<file path="src/rtl/mem_ctrl.sv">
// mem_ctrl: serialises whole 32-bit IF/LSB requests into little-endian byte accesses on the
// 8-bit RAM port. Define MEM_CTRL_IO_STALL_EN to hold writes to 0x30000-0x3FFFF while the UART is full.
`ifndef REG_WIDTH
`define REG_WIDTH 32
`endif

module mem_ctrl (
    input  logic                   clk_in,
    input  logic                   rst_in,
    input  logic                   rdy_in,
    input  logic [7:0]             mem_din,
    output logic [7:0]             mem_dout,
    output logic [`REG_WIDTH-1:0]  mem_a,
    output logic                   mem_wr,
    input  logic                   io_buffer_full,
    input  logic                   rob_clear,
    input  logic                   if_signal,
    input  logic [`REG_WIDTH-1:0]  if_addr,
    output logic [`REG_WIDTH-1:0]  if_data,
    output logic                   if_done,
    input  logic                   lsb_signal,
    input  logic                   lsb_wr,
    input  logic [1:0]             lsb_len,
    input  logic [`REG_WIDTH-1:0]  lsb_addr,
    input  logic [`REG_WIDTH-1:0]  lsb_dout,
    output logic [`REG_WIDTH-1:0]  lsb_din,
    output logic                   lsb_done
);

    localparam logic [1:0] IDLE    = 2'd0;
    localparam logic [1:0] READ    = 2'd1;
    localparam logic [1:0] WRITE   = 2'd2;
    localparam logic [1:0] IO_WAIT = 2'd3;

    logic [1:0]            state_q;
    logic [`REG_WIDTH-1:0] addr_q;
    logic [`REG_WIDTH-1:0] wdata_q;
    logic [`REG_WIDTH-1:0] rdata_q;
    logic [1:0]            cnt_q;
    logic [1:0]            last_q;
    logic                  owner_lsb_q;

    logic                  accept;
    logic                  req_lsb;
    logic                  req_wr;
    logic [1:0]            req_last;
    logic [`REG_WIDTH-1:0] req_addr;
    logic [1:0]            cnt_nxt;
    logic [`REG_WIDTH-1:0] addr_nxt;
    logic [7:0]            wbyte_nxt;
    logic [`REG_WIDTH-1:0] rdata_new;
    logic                  last_byte;
    logic                  stall_first;
    logic                  stall_next;

    always_comb begin
        req_lsb  = lsb_signal;
        // Both done flags low keeps a client that is still dropping its request from re-entering.
        accept   = (state_q == IDLE) && !rob_clear && !if_done && !lsb_done &&
                   (lsb_signal || if_signal);
        req_addr = req_lsb ? lsb_addr : if_addr;
        req_wr   = req_lsb && lsb_wr;
        if (!req_lsb) begin
            req_last = 2'd3;
        end else begin
            case (lsb_len)
                2'b00:   req_last = 2'd0;
                2'b01:   req_last = 2'd1;
                default: req_last = 2'd3;
            endcase
        end
        cnt_nxt   = cnt_q + 2'd1;
        addr_nxt  = addr_q + {{(`REG_WIDTH-2){1'b0}}, cnt_nxt};
        wbyte_nxt = wdata_q[{cnt_nxt, 3'b000} +: 8];
        // Byte k is on mem_din by the edge that closes cycle k.
        rdata_new = rdata_q;
        rdata_new[{cnt_q, 3'b000} +: 8] = mem_din;
        last_byte = (cnt_q == last_q);
    end

`ifdef MEM_CTRL_IO_STALL_EN
    function automatic logic is_io(input logic [`REG_WIDTH-1:0] a);
        return a[31:16] == 16'h0003;
    endfunction

    assign stall_first = is_io(req_addr) && io_buffer_full;
    assign stall_next  = is_io(addr_nxt) && io_buffer_full;
`else
    logic unused_io;
    assign unused_io   = io_buffer_full;
    assign stall_first = 1'b0;
    assign stall_next  = 1'b0;
`endif

    always_ff @(posedge clk_in or posedge rst_in) begin
        if (rst_in) begin
            state_q     <= IDLE;
            addr_q      <= '0;
            wdata_q     <= '0;
            rdata_q     <= '0;
            cnt_q       <= 2'd0;
            last_q      <= 2'd0;
            owner_lsb_q <= 1'b0;
            mem_a       <= '0;
            mem_dout    <= 8'd0;
            mem_wr      <= 1'b0;
            if_data     <= '0;
            if_done     <= 1'b0;
            lsb_din     <= '0;
            lsb_done    <= 1'b0;
        end else if (rdy_in) begin
            if_done  <= 1'b0;
            lsb_done <= 1'b0;
            case (state_q)
                IDLE: begin
                    if (accept) begin
                        addr_q      <= req_addr;
                        wdata_q     <= lsb_dout;
                        rdata_q     <= '0;
                        cnt_q       <= 2'd0;
                        last_q      <= req_last;
                        owner_lsb_q <= req_lsb;
                        mem_a       <= req_addr;
                        mem_dout    <= lsb_dout[7:0];
                        if (!req_wr) begin
                            state_q <= READ;
                        end else if (stall_first) begin
                            state_q <= IO_WAIT;
                        end else begin
                            state_q <= WRITE;
                            mem_wr  <= 1'b1;
                        end
                    end
                end
                READ: begin
                    if (rob_clear) begin
                        state_q <= IDLE;
                    end else if (last_byte) begin
                        state_q <= IDLE;
                        if (owner_lsb_q) begin
                            lsb_done <= 1'b1;
                            lsb_din  <= rdata_new;
                        end else begin
                            if_done <= 1'b1;
                            if_data <= rdata_new;
                        end
                    end else begin
                        rdata_q <= rdata_new;
                        cnt_q   <= cnt_nxt;
                        mem_a   <= addr_nxt;
                    end
                end
                WRITE: begin
                    // Committed stores ignore rob_clear and always run to completion.
                    if (last_byte) begin
                        state_q  <= IDLE;
                        mem_wr   <= 1'b0;
                        lsb_done <= 1'b1;
                        lsb_din  <= '0;
                    end else begin
                        cnt_q    <= cnt_nxt;
                        mem_a    <= addr_nxt;
                        mem_dout <= wbyte_nxt;
                        if (stall_next) begin
                            state_q <= IO_WAIT;
                            mem_wr  <= 1'b0;
                        end else begin
                            mem_wr <= 1'b1;
                        end
                    end
                end
`ifdef MEM_CTRL_IO_STALL_EN
                IO_WAIT: begin
                    if (!io_buffer_full) begin
                        state_q <= WRITE;
                        mem_wr  <= 1'b1;
                    end
                end
`endif
                default: begin
                    state_q <= IDLE;
                    mem_wr  <= 1'b0;
                end
            endcase
        end
    end

endmodule

</file>
<file path="config.mk">
export PLATFORM = sky130hd
export DESIGN_NAME = mem_ctrl
export DESIGN_NICKNAME = d
export VERILOG_FILES = /design/src/rtl/mem_ctrl.sv
export SDC_FILE = /design/constraint.sdc
export NUM_CORES = 1
export LEC_CHECK = 0
export CORE_MARGIN = 3
export CORE_UTILIZATION = 44
export CTS_BUF_LIST = sky130_fd_sc_hd__clkbuf_8
export CTS_CLUSTER_SIZE = 8
export DETAILED_ROUTE_END_ITERATION = 12
export PLACE_DENSITY = 0.71
export SYNTH_ARGS = -nofsm -noshare
export SYNTH_HDL_FRONTEND = slang
export SYNTH_SLANG_ARGS = --single-unit
</file>
<file path="constraint.sdc">
create_clock -name clk_in -period 8.4 [get_ports clk_in]
set_input_delay 1.68 -clock clk_in [delete_from_list [all_inputs] [get_ports clk_in]]
set_output_delay 1.68 -clock clk_in [all_outputs]
set_load 0.005 [all_outputs]
</file>
# Word level (Yosys, flattened, before mapping)
# Cells that the tools add are included.
# classes
shifts,3
bitwise_logic,3
add_sub_neg,3
eq_ne,12
muxes,42
reduce_logical,23
# op_table
cell,n
32-bit 2-to-1 mux,11
32-bit one-hot mux with 2 select lines,2
32-bit one-hot mux with 3 select lines,1
32-bit by 2-bit adder with 32-bit output,1
32-bit bitwise mux,1
8-bit by 7-bit variable shift with 32-bit output (first input constant),1
32-bit by 6-bit indexed part select with 8-bit output,1
8-bit by 7-bit indexed part select with 32-bit output,1
2-bit 2-to-1 mux,8
8-bit 2-to-1 mux,2
2-bit != test (second input constant),8
8-bit one-hot mux with 2 select lines,1
2-bit one-hot mux with 3 select lines,2
4-bit AND reduction,3
1-bit 2-to-1 mux,11
5-bit AND reduction,2
5-bit negation with 7-bit output,1
6-bit AND reduction,1
2-bit nonzero test,3
1-bit logical AND,5
2-bit by 1-bit == test with 1-bit output (second input constant),2
2-bit zero test,2
2-bit one-hot mux with 2 select lines,1
1-bit zero test,3
10 further kinds,12
# word_totals
in_bits,114
out_inout_bits,107
ff_bits,210
word_cells,100

# Logic depth before layout (Yosys ltp)
# Gate-level depths: netlist (run 1).
# logic_depth
ltp_word,7
mapped_depth,10
depth_no_buf,8

# Least setup slack after synthesis (run 1)
# No wires, ideal clock.
# synth_timing
path_kind,input-to-reg
startpoint,input port rob_clear
endpoint,register mem_a[12]
setup_ns,0.125
stages,4
arrival_time_ns,2.941
required_ns,8.275
setup_slack_ns,5.334
path_buffers,0
cell_sequence,o31ai_1 -> nand4_1 -> a21oi_1 -> mux2_2
# synth_via
elab_chain_cells,7
word_cells_on_any_way,8
classes_between,eq/ne: 2; reduce/logical: 6
# synth_rtl
item,line_no,rtl
start: declaration,16,"input logic rob_clear,"
1-bit zero test,59,accept = (state_q == IDLE) && !rob_clear && !if_done && !lsb_done &&
1-bit logical AND (4 in series),59,
2-bit != test (no source line),--,
4-bit AND reduction (no source line) (*),--,
end signal: assignment,123,mem_a <= req_addr;
end signal: assignment,150,mem_a <= addr_nxt;
end signal: assignment,162,mem_a <= addr_nxt;
end: declaration,13,"output logic [`REG_WIDTH-1:0] mem_a,"
# Every way passes the cells marked *; elsewhere a longest branch is shown, timed or not.
# A chain may end at the register's enable or synchronous reset.

# Final worst setup path (run 1)
# layout_timing
startpoint,register cnt_q[0]
endpoint,register mem_a[30]
# layout_via
elab_chain_cells,5
word_cells_on_any_way,6
classes_between,add/sub: 2; eq/ne: 1; mux: 3
# layout_rtl
item,line_no,rtl
start: declaration,39,logic [1:0] cnt_q;
start signal: assignment,149,cnt_q <= cnt_nxt;
start signal: assignment,161,cnt_q <= cnt_nxt;
2-bit by 1-bit adder with 2-bit output,72,cnt_nxt = cnt_q + 2'd1;
32-bit by 2-bit adder with 32-bit output,73,"addr_nxt = addr_q + {{(`REG_WIDTH-2){1'b0}}, cnt_nxt};"
32-bit 2-to-1 mux (*),"138, 155",
32-bit 2-to-1 mux,136,if (rob_clear) begin
32-bit one-hot mux with 3 select lines (*),114,case (state_q)
# Every way passes the cells marked *; elsewhere a longest branch is shown, timed or not. The select of a mux whose other input is x is not followed.

==> results of run 1 <==
[sequential cells by signal (all words and copies together), names as in the netlist]
name / count
owner_lsb_q: 1
cnt_q: 2
wdata_q: 32
mem_dout: 8
if_data: 32
lsb_din: 32
state_q: 2
mem_a: 32
last_q: 2
if_done: 1
lsb_done: 1
addr_q: 32
mem_wr: 1
rdata_q: 32
[layout make-up]
type	count	area [um^2]
clock buffers	48	660.6
repair buffers	232	2285
flip-flops and latches	210	5255
multi-input cells	709	4553
clock inverters	14	60.06
well taps	280	350.3
fillers	1882	9005
inverters	14	60.06
[synthesized netlist by cell type (all sizes together) (2+ instances only)]
cell / n
nor3b: 2
a221o: 3
clkbuf: 39
mux2: 52
nand3: 12
mux2i: 32
nand2b: 32
mux4: 8
ha: 11
nand2: 141
a21o: 2
nor4: 8
nor2b: 36
or3: 6
a21oi: 86
o21ai: 89
xnor2: 9
or4: 3
inv: 14
and2: 7
nor3: 23
nand4: 17
nand3b: 2
buf: 24
o211ai: 10
a31o: 2
dfrtp: 210
o31ai: 38
nor2: 46
xor2: 16
and3: 2
[critical path, delay by kind of cell, from the launching register on]
kind | cells | cell delay, ps
adder cells (fa/ha/maj) | 2 | 1400
buffers and inverters | 1 | 330
flip-flops | 1 | 860
AND/OR/NAND/NOR | 5 | 1540
[stage by stage]
step | instances | util (%)
final | 1507 | 59.49
after global routing | 1507 | 59.49
after CTS | 1507 | 59.49
after detailed placement | 1445 | 56.25
after global placement | 1445 | 56.25
after floorplan | 996 | -
[power by group]
part           internal (mW)  total (mW)  switching, mW
logic                  0.762        1.59          0.833
clock network          0.509       0.923          0.414
registers               1.33        1.57          0.241
total                   2.60        4.09           1.49
[how the worst max path moves through the flow]
stage               startpoint   endpoint  cells after the start
finish                cnt_q[0]  mem_a[30]                      8
global route          cnt_q[0]  mem_a[30]                      8
CTS                   cnt_q[0]  mem_a[30]                      8
detailed placement   rob_clear  mem_a[12]                      5
global placement     rob_clear  mem_a[12]                      5
floorplan               rst_in  addr_q[0]                      1
[placed cells by master, fill, tap and decap left out, types with 2 or more instances in the layout]
cell type        Yosys  final
clkdlybuf4s50_1      0    218
dfrtp_1            210    210
nand2_1            141    141
a21oi_1             86     86
o21ai_0             84     84
mux2_2              52     52
clkbuf_8             0     48
nor2_1              46     46
o31ai_1             38     38
nor2b_1             36     36
mux2i_1             32     32
nand2b_1            32     32
inv_1               14     24
nor3_1              21     21
nand4_1             16     16
xor2_1              16     16
buf_4                0     13
nand3_1             11     11
ha_1                11     10
xnor2_1              9      9
o211ai_1             9      9
mux4_2               8      8
and2_1               7      7
nor4_1               7      6
or3_1                5      5
o21ai_1              4      4
a221o_1              3      3
and3_1               2      2
nor3_2               2      2
or4_1                2      2
nor3b_1              2      2
nand3b_1             2      2
a21o_1               2      2
a31o_2               2      2
clkinv_2             0      2
[layer usage]
metal / track usage [%] / up-vias / part of all wire, %
met5: 0 / - / 0.034
li1: - / 3925 / -
met3: 5.499 / 43 / 6.5
met4: 5.868 / 2 / 2.0
met2: 33.61 / 237 / 47
met1: 27.94 / 3892 / 44
[cells by family after synthesis]
group,Yosys count,share of synthesized area (%)
xor gates and xnor gates,25,2.166
muxes,92,10.75
AOI/OAI and AO/OA,237,13.51
buffers and inverters,77,3.120
adders and majority gates,12,1.560
DFF,210,51.99
and+or+nand+nor,343,16.91
==> impl_metrics.json, run 1 <==
{
  "cts-root-buf": "clkbuf_8",
  "io_buffers": 219,
  "tns_ps": 0,
  "ys_ff_latch": 210,
  "grt_pass1_wl_mm": 41.70,
  "syn_nets": 1122,
  "reg2reg_from": "cnt_q[0]",
  "cts_hold_buf": 0,
  "clk_pin_slew_ps": 70,
  "post_cts_buffers": 0,
  "fp-row-count": 54,
  "clkLatencyLatePin_ps": 520,
  "hold_path.class": "flop to flop",
  "grt_pass1_vias": 7940,
  "synth_top_cell_by_area": "dfrtp_1",
  "placed_cell_area_mm2": 0.01250,
  "fin_area_mm2": 0.01322,
  "synth_area_leaders": "dfrtp_1, mux2_2, nand2_1",
  "worst_pin_slew_ps": 966.9,
  "dpl.hpwl_mm": 17.68,
  "grt-ovfl-total": 0,
  "io_pins": 221,
  "ant_nets": 0,
  "n_antenna_cell": 0,
  "syn_inst": 996,
  "cp-end-kind": "flop",
  "coreArea_mm2": 0.02223,
  "timing.rr.end": "mem_a[30]",
  "die_x_um": 157.6,
  "status": "completed",
  "fmaxAchievable_mhz": 237.7,
  "drive_above_1_share_pct": 11.49,
  "die_y_um": 157.6,
  "ys_seq_area_share_pct": 51.99,
  "powerDensity_mw_per_mm2": 309.4,
  "ctsResizeCount": 0,
  "critPathMaxFanout": 16,
  "drt_iter0_drc": 414,
  "hp-start": "rdata_q[25]",
  "fin_nets": 1330,
  "timing.final.crit_share_pct": 50.08,
  "synth_cell_type_count": 55,
  "yosysTopAreaCellShare_pct": 51.99,
  "max_slew_margin_pct": 35.54,
  "rsz0062_at_grt": "false",
  "max-cap-violations": 0,
  "synthToLayoutAreaGrowth_pct": 30.84,
  "whs_endpoint": "rdata_q[25]",
  "wirelength_mm": 26.17,
  "ys.flop_type": "dfrtp_1",
  "fin_crit_ps": 4207,
  "holdWs_ps": 469.3,
  "min_path_cells": 2,
  "worst_r2r_path_depth": 8,
  "crit_top_cell": "nand3_1",
  "vias": 8099,
  "cts_tree": "built",
  "power.leakage_nw": 5.507,
  "clock_sinks": 210,
  "path_class": "flop to flop",
  "arrival_ps": 4650,
  "ir_worst_vdd_v": 0.0001706,
  "netlist_area_mm2": 0.01011,
  "path_cells": "inv_1 -> ha_1 -> fa_1 -> nand4_2 -> nor2_1 -> nand3_1 -> or4_1 -> nand3_1",
  "skew_ps": 18.09,
  "synth_area_per_cell_um2": 10.15,
  "grt_usage_pct": 20.83,
  "dieArea_mm2": 0.02483,
  "clockBufferDepth": 3,
  "cts_inserted_buffers": 37,
  "crit_slowest_cell": "ha_1",
  "grt_antenna_before_repair": 1,
  "ys_warn_count": 0,
  "critPathLaunchType": "flop",
  "drc": 0,
  "viasPerCell": 5.374,
  "r2r_setup_slack_ps": 4190,
  "grt_max_degree": 141,
  "finalSetupViolations": 0,
  "worstPathRequired_ps": 8850,
  "htree_levels": 2,
  "finalHoldViolations": 0,
  "gp_congestion": 0.7763,
  "dr.pass1.iters": 5,
  "avgRoutedWirePerCell_um": 17.37,
  "fin_ws_ps": 4193,
  "slew_violations": 0,
  "preCtsSetupSlack_ps": 3715,
  "async_reset_ff_share_pct": 100.0,
  "finalPower_mw": 4.092,
  "start_util_pct": 45.47,
  "synth_edf_count": 0,
  "cp_slowest_stage_delay_ps": 1000
}
No activity file was read; power rests on OpenSTA's default activity.
==> inputs of run 2 (changes only) <==
Settings changed: PLACE_DENSITY 0.71 to 0.74.
Clock period 8.4 ns to 3.8 ns, I/O delays scaled along.
==> run 2 against run 1 <==
Compared with the run above:
- routed wire length is 0.22% lower
- via count decreased by 0.15%
- critical path depth stayed put
- sequential power increased by 120%
- fmax rose by 53%
- sequential share of layout area shrank 0.37 points
- die area did not move
- flip-flop and latch count stayed put
- highest routed layer unchanged
==> impl_metrics.json, run 2 (synthesized netlist as in run 1, its figures left out) <==
{
  "crit_top_cell": "ha_1",
  "path_cells": "inv_1 -> ha_1 -> ha_1 -> a21oi_1 -> or4_4 -> nor4_4 -> xor2_1 -> a221o_1",
  "grt_max_degree": 139,
  "critPathMaxFanout": 7,
  "finalHoldViolations": 0,
  "cts-root-buf": "clkbuf_8",
  "timing.final.crit_share_pct": 72.56,
  "power.leakage_nw": 5.564,
  "cts_inserted_buffers": 38,
  "mostFrequentLayoutCells": "clkdlybuf4s50_1, dfrtp_1, nand2_1, a21oi_1, o21ai_0",
  "gp_congestion": 0.8102,
  "slew_violations": 0,
  "dpl.hpwl_mm": 18.13,
  "drt_iter0_drc": 427,
  "worst_r2r_path_depth": 8,
  "worstSetupEndpoint": "mem_a[31]",
  "dr.pass1.iters": 5,
  "r2r_setup_slack_ps": 1040,
  "final_cell_count_no_fill": 1518,
  "cp-end-kind": "flop",
  "worstPathRequired_ps": 4220,
  "grt-ovfl-total": 0,
  "max_slew_margin_pct": 39.13,
  "start_util_pct": 45.47,
  "drc": 0,
  "finalSetupViolations": 0,
  "powerDensity_mw_per_mm2": 686.3,
  "ant_nets": 0,
  "grt_pass1_vias": 8071,
  "grt_pass1_wl_mm": 42.14,
  "viasPerCell": 5.327,
  "ctsResizeCount": 0,
  "status": "completed",
  "grt_usage_pct": 21.18,
  "wirelength_mm": 26.11,
  "fin_crit_ps": 2757,
  "grt_antenna_before_repair": 1,
  "clock_sinks": 210,
  "io_buffers": 219,
  "placed_cells": 1455,
  "layout_commonest_cell": "clkdlybuf4s50_1",
  "fmaxAchievable_mhz": 362.7,
  "crit_slowest_cell": "or4_4",
  "clk_pin_slew_ps": 60,
  "rsz0062_at_grt": "false",
  "n_antenna_cell": 0,
  "synthToLayoutAreaGrowth_pct": 32.08,
  "avgRoutedWirePerCell_um": 17.20,
  "crit_start": "cnt_q[0]",
  "ir_worst_vdd_v": 0.0003973,
  "htree_levels": 2,
  "io_pins": 221,
  "path_class": "flop to flop",
  "reg2reg_from": "cnt_q[0]",
  "coreArea_mm2": 0.02223,
  "die_y_um": 157.6,
  "nFillCells": 1879,
  "clkLatencyLatePin_ps": 540,
  "timing.rr.end": "mem_a[31]",
  "post_cts_buffers": 0,
  "cts_hold_buf": 0,
  "cp_slowest_stage_delay_ps": 600,
  "critPathLaunchType": "flop",
  "die_x_um": 157.6,
  "clockBufferDepth": 3,
  "max-cap-violations": 0,
  "arrival_ps": 3180,
  "tns_ps": 0,
  "hold_path.class": "flop to flop",
  "dieArea_mm2": 0.02483,
  "worst_pin_slew_ps": 913.0,
  "fp-row-count": 54,
  "fin_nets": 1341,
  "vias": 8087,
  "drive_above_1_share_pct": 12.44,
  "skew_ps": 26.39,
  "cts_tree": "built"
}
run 2: changes by cell type in the layout (fill, tap and decap cells not counted), moves of 2 or more:
cell	delta
buf_4	+8
buf_12	+2
clkbuf_8	+2
inv_1	-2
run 2: metrics by stage:
stage / cell area, um^2 / util (%) / hold slack, ps / power [mW] / setup slack (ps)
after detailed placement: 12600 / 56.68 / 462.5 / 7.116 / 772.4
final: 13350 / 60.05 / 471.5 / 9.161 / 1043
after global routing: 13350 / 60.05 / 496.5 / 9.816 / 833.5
after CTS: 13350 / 60.05 / 475.0 / 9.259 / 1011
after global placement: 12600 / 56.68 / 454.3 / 7.015 / 817.5
after floorplan: 10110 / - / 442.2 / 5.628 / 311.8
run 2: how the worst min path moves through the flow:
stage / to / depth (start not counted) / startpoint / slack [ps]
after CTS: rdata_q[6] / 2 / rdata_q[6] / 480
after global routing: lsb_din[11] / 2 / lsb_din[11] / 500
after floorplan: rdata_q[0] / 2 / rdata_q[0] / 440
after global placement: rdata_q[6] / 2 / rdata_q[6] / 450
final: rdata_q[1] / 2 / rdata_q[1] / 470
after detailed placement: rdata_q[6] / 2 / rdata_q[6] / 460
run 2: area by class of cell:
class / instances / area [um^2] / share of cell area (%)
Clock inverter: 13 / 61.31 / 0.4593
Timing Repair Buffer: 242 / 2385 / 17.86
Clock buffer: 50 / 688.2 / 5.155
Sequential cell: 210 / 5255 / 39.37
Inverter: 14 / 56.30 / 0.4218
Multi-Input combinational cell: 709 / 4553 / 34.11
Tap cell: 280 / 350.3 / 2.624
run 2: report_power, final:
group	switching (mW)	internal, mW
clock	0.924	1.17
sequential	0.526	2.95
combinational	1.85	1.75
run 2: critical path: cells and delay by family, from the launching register on:
family | cells | cell delay, ps
fa+ha+maj | 2 | 620
xor+xnor | 1 | 100
buf+inv | 1 | 190
compound gates | 2 | 510
simple gates | 2 | 870
flops | 1 | 370
run 2: layer usage:
metal	part of all wire [%]	wire, um	track usage [%]
met5	0.050	13	0
met3	6.7	1760	5.362
met1	43	11360	28.47
met4	2.5	662	7.231
met2	47	12320	33.67
